[config.mk]
export PLATFORM = sky130hd
export DESIGN_NAME = pipeline_hazard_controller_flat
export DESIGN_NICKNAME = d
export VERILOG_FILES = /design/src/rtl/pipeline_hazard_controller_if.sv /design/src/rtl/pipeline_hazard_controller.sv /design/src/flat_wrapper.sv
export SDC_FILE = /design/constraint.sdc
export NUM_CORES = 1
export LEC_CHECK = 0
export BUFFER_PORTS_ARGS = -buffer_cell sky130_fd_sc_hd__buf_2
export CAP_MARGIN = 10
export CORE_UTILIZATION = 50
export CTS_BUF_LIST = sky130_fd_sc_hd__clkbuf_16
export DETAILED_ROUTE_END_ITERATION = 6
export PLACE_DENSITY_LB_ADDON = 0.05
export SYNTH_ARGS = -nofsm -noshare
export SYNTH_HDL_FRONTEND = slang
export SYNTH_SLANG_ARGS = --single-unit
[constraint.sdc]
create_clock -name clk -period 5.4 [get_ports clk]
set_clock_uncertainty 0.15 [all_clocks]
set_input_delay 1.08 -clock clk [delete_from_list [all_inputs] [get_ports clk]]
set_output_delay 1.08 -clock clk [all_outputs]
set_load 0.02 [all_outputs]
[src/rtl/pipeline_hazard_controller_if.sv]
// Hazard-control bus between the pipeline datapath and the hazard controller.
interface pipeline_hazard_controller_if;
    logic [4:0]  ifIdRs;
    logic [4:0]  ifIdRt;
    logic        ifIdUsesRt;
    logic        ifIdMul;
    logic [4:0]  idExRt;
    logic        idExMemRead;
    logic        branchTaken;
    logic        stallClear;
    logic        pcWrite;
    logic        ifIdWrite;
    logic        idExWrite;
    logic        ifIdFlush;
    logic        idExFlush;
    logic        exMemFlush;
    logic        mulBusy;
    logic [15:0] stallCycles;

    // Controller side: consumes pipeline status, drives enables and flushes.
    modport master (
        input  ifIdRs, ifIdRt, ifIdUsesRt, ifIdMul, idExRt, idExMemRead,
               branchTaken, stallClear,
        output pcWrite, ifIdWrite, idExWrite, ifIdFlush, idExFlush,
               exMemFlush, mulBusy, stallCycles
    );

    // Datapath side: provides pipeline status, obeys enables and flushes.
    modport slave (
        output ifIdRs, ifIdRt, ifIdUsesRt, ifIdMul, idExRt, idExMemRead,
               branchTaken, stallClear,
        input  pcWrite, ifIdWrite, idExWrite, ifIdFlush, idExFlush,
               exMemFlush, mulBusy, stallCycles
    );
endinterface

[src/rtl/pipeline_hazard_controller.sv]
// Five-stage pipeline hazard controller: load-use bubbles, multi-cycle
// multiply holds, taken-branch squashes and a saturating stall counter.
module pipeline_hazard_controller #(
    parameter int unsigned MUL_CYCLES = 4,
    parameter int unsigned CNT_WIDTH  = 4
) (
    input  logic                          clk,
    input  logic                          rst,
    pipeline_hazard_controller_if.master  bus
);
    localparam int unsigned STALL_W = 16;

    typedef enum logic [0:0] {RUN, MUL_WAIT} state_t;

    state_t               state_q, state_d;
    logic [CNT_WIDTH-1:0] mul_cnt_q, mul_cnt_d;
    logic [STALL_W-1:0]   stall_cycles_q, stall_cycles_d;

    logic load_use;
    logic hold;
    logic pc_write, if_id_write, id_ex_write;
    logic if_id_flush, id_ex_flush, ex_mem_flush, mul_busy;

    // Hazard detection from the current IF/ID and ID/EX contents.
    always_comb begin
        load_use = bus.idExMemRead && (bus.idExRt != 5'd0) &&
                   ((bus.idExRt == bus.ifIdRs) ||
                    (bus.ifIdUsesRt && (bus.idExRt == bus.ifIdRt)));
        hold     = (state_q == MUL_WAIT) && (mul_cnt_q != '0);
    end

    // Next-state and control outputs: hold > branch > load-use > multiply > normal.
    always_comb begin
        state_d        = state_q;
        mul_cnt_d      = mul_cnt_q;
        pc_write       = 1'b1;
        if_id_write    = 1'b1;
        id_ex_write    = 1'b1;
        if_id_flush    = 1'b0;
        id_ex_flush    = 1'b0;
        ex_mem_flush   = 1'b0;
        mul_busy       = 1'b0;
        stall_cycles_d = stall_cycles_q;

        if (hold) begin
            pc_write     = 1'b0;
            if_id_write  = 1'b0;
            id_ex_write  = 1'b0;
            ex_mem_flush = 1'b1;
            mul_busy     = 1'b1;
            mul_cnt_d    = mul_cnt_q - CNT_WIDTH'(1);
        end else if (bus.branchTaken) begin
            if_id_flush = 1'b1;
            id_ex_flush = 1'b1;
            state_d     = RUN;
            mul_cnt_d   = '0;
        end else if (load_use) begin
            pc_write    = 1'b0;
            if_id_write = 1'b0;
            id_ex_flush = 1'b1;
        end else if (bus.ifIdMul) begin
            state_d   = MUL_WAIT;
            mul_cnt_d = CNT_WIDTH'(MUL_CYCLES - 1);
        end else begin
            state_d   = RUN;
            mul_cnt_d = '0;
        end

        if (bus.stallClear) begin
            stall_cycles_d = '0;
        end else if (!pc_write && (stall_cycles_q != {STALL_W{1'b1}})) begin
            stall_cycles_d = stall_cycles_q + STALL_W'(1);
        end
    end

    // State, multiply countdown and stall counter registers.
    always_ff @(posedge clk) begin
        if (rst) begin
            state_q        <= RUN;
            mul_cnt_q      <= '0;
            stall_cycles_q <= '0;
        end else begin
            state_q        <= state_d;
            mul_cnt_q      <= mul_cnt_d;
            stall_cycles_q <= stall_cycles_d;
        end
    end

    assign bus.pcWrite     = pc_write;
    assign bus.ifIdWrite   = if_id_write;
    assign bus.idExWrite   = id_ex_write;
    assign bus.ifIdFlush   = if_id_flush;
    assign bus.idExFlush   = id_ex_flush;
    assign bus.exMemFlush  = ex_mem_flush;
    assign bus.mulBusy     = mul_busy;
    assign bus.stallCycles = stall_cycles_q;
endmodule

[src/flat_wrapper.sv]
// flat-port wrapper written by rule: the top's interface ports become plain ports
module pipeline_hazard_controller_flat 
#(
    parameter int unsigned MUL_CYCLES = 4,
    parameter int unsigned CNT_WIDTH  = 4
)
  (clk, rst, bus_ifIdRs, bus_ifIdRt, bus_ifIdUsesRt, bus_ifIdMul, bus_idExRt, bus_idExMemRead, bus_branchTaken, bus_stallClear, bus_pcWrite, bus_ifIdWrite, bus_idExWrite, bus_ifIdFlush, bus_idExFlush, bus_exMemFlush, bus_mulBusy, bus_stallCycles);
  pipeline_hazard_controller_if bus_i ();
  input  logic clk;
  input  logic rst;
  input wire logic [$bits(bus_i.ifIdRs)-1:0] bus_ifIdRs;
  input wire logic [$bits(bus_i.ifIdRt)-1:0] bus_ifIdRt;
  input wire logic [$bits(bus_i.ifIdUsesRt)-1:0] bus_ifIdUsesRt;
  input wire logic [$bits(bus_i.ifIdMul)-1:0] bus_ifIdMul;
  input wire logic [$bits(bus_i.idExRt)-1:0] bus_idExRt;
  input wire logic [$bits(bus_i.idExMemRead)-1:0] bus_idExMemRead;
  input wire logic [$bits(bus_i.branchTaken)-1:0] bus_branchTaken;
  input wire logic [$bits(bus_i.stallClear)-1:0] bus_stallClear;
  output wire logic [$bits(bus_i.pcWrite)-1:0] bus_pcWrite;
  output wire logic [$bits(bus_i.ifIdWrite)-1:0] bus_ifIdWrite;
  output wire logic [$bits(bus_i.idExWrite)-1:0] bus_idExWrite;
  output wire logic [$bits(bus_i.ifIdFlush)-1:0] bus_ifIdFlush;
  output wire logic [$bits(bus_i.idExFlush)-1:0] bus_idExFlush;
  output wire logic [$bits(bus_i.exMemFlush)-1:0] bus_exMemFlush;
  output wire logic [$bits(bus_i.mulBusy)-1:0] bus_mulBusy;
  output wire logic [$bits(bus_i.stallCycles)-1:0] bus_stallCycles;
  assign bus_i.ifIdRs = bus_ifIdRs;
  assign bus_i.ifIdRt = bus_ifIdRt;
  assign bus_i.ifIdUsesRt = bus_ifIdUsesRt;
  assign bus_i.ifIdMul = bus_ifIdMul;
  assign bus_i.idExRt = bus_idExRt;
  assign bus_i.idExMemRead = bus_idExMemRead;
  assign bus_i.branchTaken = bus_branchTaken;
  assign bus_i.stallClear = bus_stallClear;
  assign bus_pcWrite = bus_i.pcWrite;
  assign bus_ifIdWrite = bus_i.ifIdWrite;
  assign bus_idExWrite = bus_i.idExWrite;
  assign bus_ifIdFlush = bus_i.ifIdFlush;
  assign bus_idExFlush = bus_i.idExFlush;
  assign bus_exMemFlush = bus_i.exMemFlush;
  assign bus_mulBusy = bus_i.mulBusy;
  assign bus_stallCycles = bus_i.stallCycles;
  pipeline_hazard_controller #(.MUL_CYCLES(MUL_CYCLES), .CNT_WIDTH(CNT_WIDTH)) u_core (.clk(clk), .rst(rst), .bus(bus_i));
endmodule
Yosys cells after proc, flatten, opt, wreduce, memory -nomap -nowiden
Index checks and enable logic that the tools add are counted.
{"block": "word_totals", "reg_bits": 21, "latch_bits": 0, "mem_bits_rw": 0, "rom_bits": 0, "in_bits": 22, "out_inout_bits": 23, "word_cells": 39, "mem_count": 0}
{"block": "classes", "n_addsub": 2, "n_mul": 0, "n_div": 0, "magnitude_cmp": 0, "eq_ne": 5, "shift": 0, "mux": 17, "bitwise_logic": 1, "n_reduce_logical": 11}
{"op": "$add A16 B1 Y16 const B", "n": 1}
{"op": "$ne A16 B16 Y1 const B", "n": 1}
{"op": "$mux W1", "n": 13}
{"op": "$mux W4", "n": 3}
{"op": "$eq A5 B5 Y1", "n": 2}
{"op": "$logic_and A1 B1 Y1", "n": 5}
{"op": "$reduce_bool A5 Y1", "n": 1}
{"op": "$reduce_bool A4 Y1", "n": 1}
{"op": "$sub A4 B1 Y4 const B", "n": 1}
{"op": "$ne A3 B3 Y1 const B", "n": 1}
{"op": "$mux W2", "n": 1}
{"op": "$ne A2 B2 Y1 const B", "n": 1}
{"op": "$reduce_and A2 Y1", "n": 1}
{"op": "$reduce_or A2 Y1", "n": 1}
{"op": "$logic_not A1 Y1", "n": 1}
{"op": "$logic_or A1 B1 Y1", "n": 1}
{"op": "$not A1 Y1", "n": 1}

Logic depth before layout (Yosys ltp)
{"block": "logic_depth", "word_depth": 9, "mapped_depth": 10, "ltp_nobuf": 8}

Least setup slack after synthesis
Ideal clock, no wire load.
{"block": "synth_path", "path_kind": "in2out", "from": "input port bus_idExRt[0]", "to": "output port bus_pcWrite", "arrival_ns": 2.688, "required_ns": 4.170, "path_slack_ns": 1.482, "stages": 7, "n_path_buf": 3, "cell_sequence": "or4_2 -> o21ai_2 -> o31ai_4 -> inv_4 -> buf_6 -> buf_4 -> buf_4"}
{"block": "synth_via", "elab_chain_len": 7, "word_cells_on_any_way": 10, "classes_between": "eq/ne: 2; mux: 3; reduce/logical: 5"}
{"element": "start, declared", "line": "flat_wrapper.sv:15", "source": "input wire logic [$bits(bus_i.idExRt)-1:0] bus_idExRt;"}
{"element": "$eq A5 B5 Y1", "line": "pipeline_hazard_controller.sv:28", "source": "(bus.ifIdUsesRt && (bus.idExRt == bus.ifIdRt)));"}
{"element": "$logic_and A1 B1 Y1", "line": "pipeline_hazard_controller.sv:28"}
{"element": "$logic_or A1 B1 Y1", "line": "pipeline_hazard_controller.sv:27", "source": "((bus.idExRt == bus.ifIdRs) ||"}
{"element": "$logic_and A1 B1 Y1 *", "line": "pipeline_hazard_controller.sv:26", "source": "load_use = bus.idExMemRead && (bus.idExRt != 5'd0) &&"}
{"element": "$mux W1 * (3 in series)"}
{"element": "end, declared", "line": "flat_wrapper.sv:19", "source": "output wire logic [$bits(bus_i.pcWrite)-1:0] bus_pcWrite;"}
Mark *: on every way between the ends. The rest lies on a longest branch, timed or not.

Final worst setup path
{"block": "layout_path", "from": "input port bus_idExRt[0]", "to": "output port bus_ifIdWrite"}
{"block": "layout_via", "elab_chain_len": 7, "word_cells_on_any_way": 10, "classes_between": "eq/ne: 2; mux: 3; reduce/logical: 5"}
{"element": "$eq A5 B5 Y1", "line": "pipeline_hazard_controller.sv:28"}
{"element": "$logic_and A1 B1 Y1", "line": "pipeline_hazard_controller.sv:28"}
{"element": "$logic_or A1 B1 Y1", "line": "pipeline_hazard_controller.sv:27"}
{"element": "$logic_and A1 B1 Y1 *", "line": "pipeline_hazard_controller.sv:26"}
{"element": "$mux W1 *", "line": "pipeline_hazard_controller.sv:57", "source": "end else if (load_use) begin"}
{"element": "$mux W1 *", "line": "pipeline_hazard_controller.sv:52", "source": "end else if (bus.branchTaken) begin"}
{"element": "$mux W1 *", "line": "pipeline_hazard_controller.sv:45", "source": "if (hold) begin"}
{"element": "end, declared", "line": "flat_wrapper.sv:20", "source": "output wire logic [$bits(bus_i.ifIdWrite)-1:0] bus_ifIdWrite;"}
Marked as above.

==> flow_summary.toml <==
[power]
powerDensity_nw_per_um2 = 218
ir_drop_mv = 0.238
leakage_nw = 0.601
swShare_pct = 22.3
p_seq_share_pct = 45.2
p_sw_uw = 77.7
internal_power_uw = 270
clkPwrFrac_pct = 43.9
combPwrFrac_pct = 10.9
power_uw = 348

[clocking]
cts_root_buf = "clkbuf_16"
cts_made_buffers = 3
cts_tree = "yes"
hold_buffers = 0
cts_resized = 0
post-cts-setup-buffers = 0
cts_sinks = 21
path_clk_slew_ps = 60
worst_skew_pair.late_latency_ps = 250
cts_htree_levels = 1
cts_buffer_depth = 2

[global_routing]
grt_max_degree = 28
grt_pass1_vias = 1136
grt_usage_pct = 22.1
antenna_found_initial = 0
grt_pass1_wl_um = 4730
globalRoute.totalOverflow = 0

[setup_path]
worst_r2r_path_depth = 6
cp-start-kind = "primary input"
worstPathArrival_ps = 2730
cp_max_fo = 27
worstReg2RegStart = "u_core.bus.stallCycles[0]"
rr_endpoint = "u_core.bus.stallCycles[11]"
ff2ff_setup_slack_ps = 2990
worst_ep_required_time_ps = 4170
criticalPathCategory = "in -> out"
crit_path_end_kind = "output port"

[worst_hold_path]
min_path_type = "reg -> reg"
min_to = "u_core.state_q"
holdPathStages = 2
min_from = "u_core.state_q"

[die]
num_rows = 18
die_w_um = 53.2
die-area_um2 = 2830
num_io_pins = 45
die_y_um = 53.2
coreArea_um2 = 2480
start_util_pct = 53.0

[synthesis]
synthFlopType = "dfxtp_1"
yosysSeqAreaShare_pct = 32.0
synthCells = 153
ys_seq_elements = 21
ys_async_sr_fraction_pct = 0
avgSynthCellArea_um2 = 8.58
mappedNetlistNets = 178
netlist_area_um2 = 1310
yosysWarnings = 0
synth-edff-count = 0
synth_cell_types = 39

[routing]
viasPerCell = 5.81
vias = 1295
dr.first_iter.drc_count = 21
drtPass1Iterations = 4
drc = 0
wl_um = 2790
wl_per_cell_um = 12.5
drtAntennaViolNets = 0

[job]
max_cap_viol_count = 0

[sta]
timing.final.crit_share_pct = 73.2
setup_viol = 0
rsz0062_at_grt = "no"
tns_ps = 0
period_minus_slack_ps = 3960
worst_pin_slew_ps = 896
relSlewSlack_pct = 40.0
clock.fmax_mhz = 253
slew_violations = 0
hold_viol = 0

[final_layout]
final_cells = 223
final_common_cell = "buf_2"
drive_above_1_share_pct = 30.6
syn_to_final_growth_pct = 21.4
nets = 219
final_cell_mix = "buf_2, dfxtp_1, nand2_1"
n_antenna_cell = 0
final_cell_area_um2 = 1590

[placement]
placed_area_um2 = 1520
gp_congestion = 0.811
dp_hpwl_um = 2120
portBuffers = 44
placedCellCount = 219

[outcome]
status = "finished clean"
## synthesized netlist by cell type (2+ instances only)
master	instances	area share, %
dfxtp_1	21	32
nand2_1	15	4.3
a21oi_1	14	5.3
xor2_1	10	6.7
nor2_1	9	2.6
o31ai_1	8	4.6
or4_1	8	4.6
or3_1	7	3.3
inv_1	6	1.7
mux2i_1	4	3.1
nand3_1	4	1.5
nand4_1	4	1.9
nor4_2	4	3.8
buf_4	3	1.7
clkbuf_1	3	0.86
ha_1	3	2.9
nor3_1	3	1.1
o21ai_0	3	1.1
a311oi_1	2	1.3
a31oi_1	2	0.95
nand2b_1	2	0.95
## per-stage QoR
step	util [%]	hold slack (ps)	worst slack [ps]
2_1_floorplan	-	282	1480
3_3_place_gp	61.2	295	1460
3_5_place_dp	61.2	309	1440
4_1_cts	64.3	313	1430
5_1_grt	64.3	358	1330
6_report	64.3	314	1440
## kinds of logic (layout without fill, tap and decap cells)
family / Yosys count / after routing / synth area share [%]
xor+xnor: 11 / 11 / 7.34
buf+inv: 15 / 55 / 6.39
compound gates: 34 / 34 / 17.6
mux: 4 / 4 / 3.05
simple gates: 65 / 65 / 30.7
flops: 21 / 21 / 32.0
fa+ha+maj: 3 / 3 / 2.86
## worst max-delay path, cell delays in order
cell and delay [ps]:
buf_2 120, or4_2 670, o21ai_2 220, o31ai_4 130
inv_4 280, buf_2 220
## routing by layer
metal / up-vias / part of all wire (%) / global-route usage [%]
met2: 39 / 50 / 38.8
li1: 657 / - / -
met5: - / 0 / 0
met3: 4 / 3.7 / 4.60
met4: 0 / 0.61 / 6.14
met1: 595 / 45 / 26.6
## registers in the layout, summed over array words and instances, names as in the netlist
register                count
u_core.state_q              1
u_core.bus.stallCycles     16
u_core.mul_cnt_q            4
## cell type report
type | instances | area, µm²
timing repair buffer | 44 | 220
inverter | 7 | 28.8
multi-input combinational | 117 | 808
sequential | 21 | 420
tap | 30 | 37.5
clock inverter | 1 | 3.75
fill | 225 | 883
clock buffer | 3 | 75.1
## worst max-delay path by stage
stage,slack (ps),startpoint,cells after the start,end
detailed placement,1440,bus_idExRt[0],6,bus_ifIdWrite
global placement,1460,bus_idExRt[0],6,bus_ifIdWrite
global route,1330,bus_idExRt[0],6,bus_pcWrite
finish,1440,bus_idExRt[0],6,bus_ifIdWrite
floorplan,1480,bus_idExRt[0],7,bus_pcWrite
CTS,1430,bus_idExRt[0],6,bus_pcWrite
## power groups by stage
stage                     Sequential (mW)  Clock, mW  Combinational, mW
after global placement              0.161          0             0.0368
final                               0.157      0.153             0.0378
after detailed placement            0.161          0             0.0381
after CTS                           0.157      0.156             0.0383
after floorplan                     0.161          0             0.0240
after global routing                0.157      0.163             0.0426
Note: power is estimated with default switching activity, not from simulation.
